$ cat src/rtl/multicycle_alu.sv
// Multi-cycle EX-stage execution unit: single-cycle ADD/SUB, iterative
// shift-add MUL and restoring DIV behind a start/busy/done handshake.
module multicycle_alu #(
  parameter int WIDTH = 16,
  parameter int CNT_W = 5
) (
  input  logic             clk,
  input  logic             rst_n,
  input  logic             start,
  input  logic [3:0]       ctrl,
  input  logic [WIDTH-1:0] op_a,
  input  logic [WIDTH-1:0] op_b,
  output logic [WIDTH-1:0] result_lo,
  output logic [WIDTH-1:0] result_hi,
  output logic             busy,
  output logic             done,
  output logic             ovf,
  output logic             div_by_zero,
  output logic             illegal_op
);

  localparam logic [3:0] OP_ADD = 4'b0001;
  localparam logic [3:0] OP_SUB = 4'b0010;
  localparam logic [3:0] OP_MUL = 4'b0100;
  localparam logic [3:0] OP_DIV = 4'b1000;

  localparam logic [1:0] S_IDLE = 2'd0;
  localparam logic [1:0] S_MUL  = 2'd1;
  localparam logic [1:0] S_DIV  = 2'd2;

  localparam logic [CNT_W-1:0] LAST_ITER = CNT_W'(WIDTH - 1);

  // Two's-complement overflow of a +/- b, detected on a one-bit-wider sum.
  function automatic logic signed_ovf(input logic signed [WIDTH-1:0] a,
                                      input logic signed [WIDTH-1:0] b,
                                      input logic                    sub);
    logic signed [WIDTH:0] a_x;
    logic signed [WIDTH:0] b_x;
    logic signed [WIDTH:0] wide;
    a_x  = {a[WIDTH-1], a};
    b_x  = {b[WIDTH-1], b};
    wide = sub ? (a_x - b_x) : (a_x + b_x);
    return wide[WIDTH] ^ wide[WIDTH-1];
  endfunction

  logic [1:0]              state;
  logic [CNT_W-1:0]        cnt;
  logic signed [WIDTH-1:0] a_s;
  logic signed [WIDTH-1:0] b_s;
  logic signed [WIDTH-1:0] sum_s;
  logic signed [WIDTH-1:0] diff_s;

  logic [WIDTH-1:0]        hi_p0;
  logic [WIDTH-1:0]        lo_p0;
  logic [WIDTH-1:0]        opnd_p0;
  logic [WIDTH-1:0]        hi_nxt;
  logic [WIDTH-1:0]        lo_nxt;
  logic [WIDTH:0]          mul_sum;
  logic [WIDTH:0]          div_shift;
  logic [WIDTH:0]          div_diff;

  logic [WIDTH-1:0]        res_lo_p1;
  logic [WIDTH-1:0]        res_hi_p1;
  logic                    ovf_p1;
  logic                    dbz_p1;
  logic                    ill_p1;
  logic                    vld_p1;

  assign a_s    = op_a;
  assign b_s    = op_b;
  assign sum_s  = a_s + b_s;
  assign diff_s = a_s - b_s;

  // Stage 0: operand capture for the iterative ops, then one MUL/DIV step per cycle.
  // hi_p0 holds the partial product / partial remainder; lo_p0 shifts out the
  // multiplier or dividend while the product low half / quotient shifts in.
  always_ff @(posedge clk) begin
    if (state == S_IDLE) begin
      if (start) begin
        hi_p0   <= '0;
        lo_p0   <= (ctrl == OP_MUL) ? op_b : op_a;
        opnd_p0 <= (ctrl == OP_MUL) ? op_a : op_b;
      end
    end else begin
      hi_p0 <= hi_nxt;
      lo_p0 <= lo_nxt;
    end
  end

  always_comb begin
    hi_nxt    = hi_p0;
    lo_nxt    = lo_p0;
    mul_sum   = '0;
    div_shift = '0;
    div_diff  = '0;
    if (state == S_MUL) begin
      mul_sum = {1'b0, hi_p0} + (lo_p0[0] ? {1'b0, opnd_p0} : '0);
      hi_nxt  = mul_sum[WIDTH:1];
      lo_nxt  = {mul_sum[0], lo_p0[WIDTH-1:1]};
    end else if (state == S_DIV) begin
      div_shift = {hi_p0, lo_p0[WIDTH-1]};
      div_diff  = div_shift - {1'b0, opnd_p0};
      if (div_diff[WIDTH]) begin
        hi_nxt = div_shift[WIDTH-1:0];
        lo_nxt = {lo_p0[WIDTH-2:0], 1'b0};
      end else begin
        hi_nxt = div_diff[WIDTH-1:0];
        lo_nxt = {lo_p0[WIDTH-2:0], 1'b1};
      end
    end
  end

  // Stage 1: sequencing and the result/flag register, written only on completion.
  always_ff @(posedge clk or negedge rst_n) begin
    if (!rst_n) begin
      state     <= S_IDLE;
      cnt       <= '0;
      vld_p1    <= 1'b0;
      res_lo_p1 <= '0;
      res_hi_p1 <= '0;
      ovf_p1    <= 1'b0;
      dbz_p1    <= 1'b0;
      ill_p1    <= 1'b0;
    end else begin
      vld_p1 <= 1'b0;
      case (state)
        S_IDLE: begin
          if (start) begin
            cnt <= '0;
            case (ctrl)
              OP_ADD: begin
                res_lo_p1 <= sum_s;
                res_hi_p1 <= '0;
                ovf_p1    <= signed_ovf(a_s, b_s, 1'b0);
                dbz_p1    <= 1'b0;
                ill_p1    <= 1'b0;
                vld_p1    <= 1'b1;
              end
              OP_SUB: begin
                res_lo_p1 <= diff_s;
                res_hi_p1 <= '0;
                ovf_p1    <= signed_ovf(a_s, b_s, 1'b1);
                dbz_p1    <= 1'b0;
                ill_p1    <= 1'b0;
                vld_p1    <= 1'b1;
              end
              OP_MUL: state <= S_MUL;
              OP_DIV: begin
                if (op_b == '0) begin
                  res_lo_p1 <= '1;
                  res_hi_p1 <= op_a;
                  ovf_p1    <= 1'b0;
                  dbz_p1    <= 1'b1;
                  ill_p1    <= 1'b0;
                  vld_p1    <= 1'b1;
                end else begin
                  state <= S_DIV;
                end
              end
              default: begin
                res_lo_p1 <= '0;
                res_hi_p1 <= '0;
                ovf_p1    <= 1'b0;
                dbz_p1    <= 1'b0;
                ill_p1    <= 1'b1;
                vld_p1    <= 1'b1;
              end
            endcase
          end
        end
        S_MUL, S_DIV: begin
          cnt <= cnt + 1'b1;
          if (cnt == LAST_ITER) begin
            state     <= S_IDLE;
            res_lo_p1 <= lo_nxt;
            res_hi_p1 <= hi_nxt;
            ovf_p1    <= 1'b0;
            dbz_p1    <= 1'b0;
            ill_p1    <= 1'b0;
            vld_p1    <= 1'b1;
          end
        end
        default: state <= S_IDLE;
      endcase
    end
  end

  assign busy        = (state != S_IDLE);
  assign done        = vld_p1;
  assign result_lo   = res_lo_p1;
  assign result_hi   = res_hi_p1;
  assign ovf         = ovf_p1;
  assign div_by_zero = dbz_p1;
  assign illegal_op  = ill_p1;

endmodule

$ cat config.mk
export PLATFORM = sky130hd
export DESIGN_NAME = multicycle_alu
export DESIGN_NICKNAME = d
export VERILOG_FILES = /design/src/rtl/multicycle_alu.sv
export SDC_FILE = /design/constraint.sdc
export NUM_CORES = 1
export LEC_CHECK = 0
export ABC_AREA = 1
export CAP_MARGIN = 20
export CORE_ASPECT_RATIO = 1.75
export CORE_MARGIN = 5
export CORE_UTILIZATION = 30
export DETAILED_ROUTE_END_ITERATION = 10
export GPL_ROUTABILITY_DRIVEN = 0
export PLACE_DENSITY = 0.53
export SYNTH_ARGS = -nofsm -noshare
export SYNTH_HDL_FRONTEND = slang
export SYNTH_SLANG_ARGS = --single-unit
$ cat constraint.sdc
create_clock -name clk -period 3.4 [get_ports clk]
set_input_delay 1.02 -clock clk [delete_from_list [all_inputs] [get_ports clk]]
set_output_delay 1.02 -clock clk [all_outputs]
set_load 0.02 [all_outputs]
==> flow_summary_export.csv, run 1 <==
group,metric,value,unit
setup_path,end_kind,"flip-flop",
routing,vias_per_cell,5.06,
run_status,status,"finished clean",
flow_run,maxCapViolations,0,
timing,min_period_over_period,94.3,%
setup_path,cp.arrival,3.49,ns
routing,dr.first_iter.drc_count,439,
timing,hold_viol_final,0,
setup_path,path_max_fanout,3,
power_and_ir_drop,clkPwrFrac,11.8,%
logic_synthesis,synth-simple-area-share,26.8,%
logic_synthesis,syn-num-nets,1367,
grt,grt_usage,19.4,%
logic_synthesis,synth_edf_count,48,
clocking,htreeDepth,3,
floorplan,die-area,0.0326,mm2
power_and_ir_drop,pwr_density_cell,770,mW/mm2
logic_synthesis,synthArstFlopShare,47.3,%
setup_path,crit_chain,"dlygate4sd2_1 > inv_2 > nand3_4 > nor3_4 > buf_6 > nand2_4 > buf_6 > nor2_4 > nor2_2 > xor2_1 > ha_1 > nand2_1 > inv_1 > nand4_1 > o2111ai_1 > a21oi_1 > o21ai_0 > a21oi_1",
finish,final_core_util,39.4,%
timing,fmax,0.312,GHz
clocking,root_buffer,"clkbuf_16",
routing,drc,0,
timing,rsz0062_at_grt,"false",
power_and_ir_drop,power_frac_seq,24.0,%
logic_synthesis,synth_fa_ha_area_share,12.9,%
logic_synthesis,synth-compound-area-share,18.9,%
floorplan,fp.coreArea,0.0286,mm2
grt,antenna_found_initial,0,
floorplan,rows,82,
routing,first_pass_iters,5,
finish,area_delta_synth_final,29.9,%
logic_synthesis,synth_area_per_cell,7.01,um2
setup_path,startpoint_type,"primary input",
power_and_ir_drop,ir_drop,315,uV
place,hpwl,26800,um
clocking,path_clk_slew,0.06,ns
floorplan,initial_utilization,30.3,%
logic_synthesis,ys_seq_area_share,29.0,%
setup_path,crit_type,"primary input to flip-flop",
timing,whs,0.484,ns
logic_synthesis,synthMuxAreaShare,0.115,%
clocking,clk_path_buf_depth,2,
floorplan,io_pins,76,
logic_synthesis,synth_top_family_by_area,"simple AND/OR/NAND/NOR gates",
power_and_ir_drop,swShare,49.7,%
logic_synthesis,synth_xor_area_share,3.02,%
timing,fin_skew,0.0103,ns
setup_path,critical_path_required,3.69,ns
routing,dr_total_vias,9205,
finish,final_nets,1562,
floorplan,chipWidth,139,um
logic_synthesis,synthCells,1240,
routing,wirelength,32300,um
timing,slew_violations,0,
grt,grt-ovfl-total,0,
clocking,clk_latency,0.36,ns
finish,drive_above_1_share,16.0,%
logic_synthesis,synth-main-ff-cell,"edfxtp_1",
logic_synthesis,ys_ff_latch,91,
timing,setup_violations,0,
power_and_ir_drop,leakagePower,5.55,nW
clocking,cts_made_buffers,9,
power_and_ir_drop,combinationalPowerShare,64.2,%
setup_path,slowest_delay,0.32,ns
logic_synthesis,yosys_warnings,0,
logic_synthesis,syn-cell-area,0.00869,mm2
grt,grt_pass1_vias,9573,
place,port_buffers,75,
timing,worst_slew_pin_slew,0.774,ns
floorplan,die_y,235,um
clocking,cts_tree,"done",
routing,wl_per_cell,17.8,um
grt,grt_max_degree,35,
grt,grt_pass1_wl,49800,um
hold_path,min_path_type,"flip-flop to flip-flop",
setup_path,cpMaxStageDelayCell,"ha_1",
power_and_ir_drop,p_switching,4.32,mW
timing,layout_min_cycle_time,3.21,ns
finish,n_antenna_cell,0,
power_and_ir_drop,p_int,4.38,mW
clocking,cts.sinks,91,
timing,max_slew_margin,48.4,%
routing,ant_nets,0,
logic_synthesis,synth_cell_type_count,51,
==> metrics by stage <==
step                TNS (ns)  area (um2)  cells  setup WS (ns)  power [mW]
detailed placement     -7.69       10700   1792         -0.565        7.64
global placement       -6.46       10700   1792         -0.537        7.58
floorplan                  0        8690   1240          0.195        5.57
global route               0       11300   1818         0.0125        9.37
finish                     0       11300   1818          0.194        8.69
CTS                        0       11100   1812        0.00410        8.71
==> area by class of cell <==
| type | instances | area, um2 |
|---|---|---|
| Sequential cell | 91 | 2520 |
| Multi-Input combinational cell | 948 | 5510 |
| Clock inverter | 5 | 52.6 |
| Tap cell | 378 | 473 |
| Inverter | 163 | 612 |
| Clock buffer | 11 | 243 |
| Timing Repair Buffer | 222 | 1880 |
| Fill cell | 3017 | 17300 |
==> worst max-delay path: cells and delay by family <==
kind            cells  cell delay [ns]
xor+xnor            1             0.13
buf+inv             5             0.70
fa+ha+maj           1             0.32
compound gates      4             0.54
simple gates        7             0.77
==> path summary, 6_finish.rpt <==
| kind | from | to | slack, ns | cells after the start |
|---|---|---|---|---|
| min in group asynchronous | rst_n | ovf$_DFFE_PN0P_ | 0.73 | 1 |
| max in group asynchronous | rst_n | result_hi[14]$_DFFE_PN0P_ | 2.00 | 2 |
| worst min-delay path | div_by_zero$_DFFE_PN0P_ | div_by_zero$_DFFE_PN0P_ | 0.48 | 2 |
| worst min register to register | div_by_zero$_DFFE_PN0P_ | div_by_zero$_DFFE_PN0P_ | 0.48 | 2 |
| worst max register to register | lo_p0[15]$_DFFE_PN_ | hi_p0[13]$_SDFFCE_PP0N_ | 0.39 | 17 |
| worst max-delay path | op_b[3] | result_lo[13]$_DFFE_PN0P_ | 0.19 | 18 |
==> flip-flops by register name (all words and copies together) (netlist names) <==
register	count
cnt	5
div_by_zero	1
done	1
hi_p0	16
illegal_op	1
lo_p0	16
opnd_p0	16
ovf	1
result_hi	16
result_lo	16
state	2
==> cell usage after synthesis (11+ instances only) <==
library cell,number,area share (%)
ha_1,85,12
nand3_1,86,5.0
inv_1,152,6.6
nand2_1,290,13
dfrtp_1,43,12
edfxtp_1,48,17
clkbuf_1,25,1.1
inv_2,11,0.48
o21ai_0,75,4.3
a21o_1,11,0.95
xor2_1,25,2.5
nor2_1,112,4.8
nor3_1,15,0.86
a21oi_1,129,7.4
a22oi_1,12,1.0
==> power groups by stage <==
stage	combinational (mW)	sequential [mW]	clock (mW)
after floorplan	3.35	2.21	0
after global placement	5.47	2.11	0
after detailed placement	5.53	2.11	0
after CTS	5.57	2.09	1.05
after global routing	6.16	2.14	1.08
final	5.58	2.09	1.03
==> per-layer routing <==
layer	wire length (um)	vias up	global-route usage (%)	share of wire, %
li1	-	4553	-	-
met1	11100	4330	17.9	34
met2	18300	219	39.7	57
met3	692	103	1.30	2.1
met4	2230	0	12.6	6.9
met5	0	-	0	0
==> what timing repair did <==
item	CTS	global route
hold buffers	0	0
pin swaps	4	16
setup endpoints to repair	11	11
resized for setup	20	37
endpoints found under the hold margin	0	0
buffers inserted	4	5
==> kinds of logic (layout without fill, tap and decap cells) <==
kind of cell | after synthesis | after routing
simple gates | 542 | 542
compound gates | 287 | 287
buf+inv | 201 | 401
flops | 91 | 91
fa+ha+maj | 88 | 88
xor+xnor | 30 | 30
mux | 1 | 1
==> cells in the final DEF, fill, tap and decap left out, drive strengths merged, types with 7 or more instances in the layout <==
master	count
clkbuf	11
xor2	25
nor2	117
o21bai	8
o211ai	11
clkdlybuf4s50	64
dlymetal6s2s	7
nor3	20
edfxtp	48
ha	85
inv	163
a21o	11
nand3	87
nand4	11
buf	148
o21ai	85
dfrtp	43
a21oi	133
nand2	296
a22oi	12
Power figures use the tool's default switching activity.
==> run 2: changes to the inputs <==
--- a/config.mk
+++ b/config.mk
@@ -10,6 +10,7 @@
 export CORE_ASPECT_RATIO = 1.75
 export CORE_MARGIN = 5
 export CORE_UTILIZATION = 30
+export CTS_CLUSTER_SIZE = 16
 export DETAILED_ROUTE_END_ITERATION = 10
 export GPL_ROUTABILITY_DRIVEN = 0
 export PLACE_DENSITY = 0.53
==> results of run 2 <==
No change in the layout: final DEF, timing and power equal those of run 1.
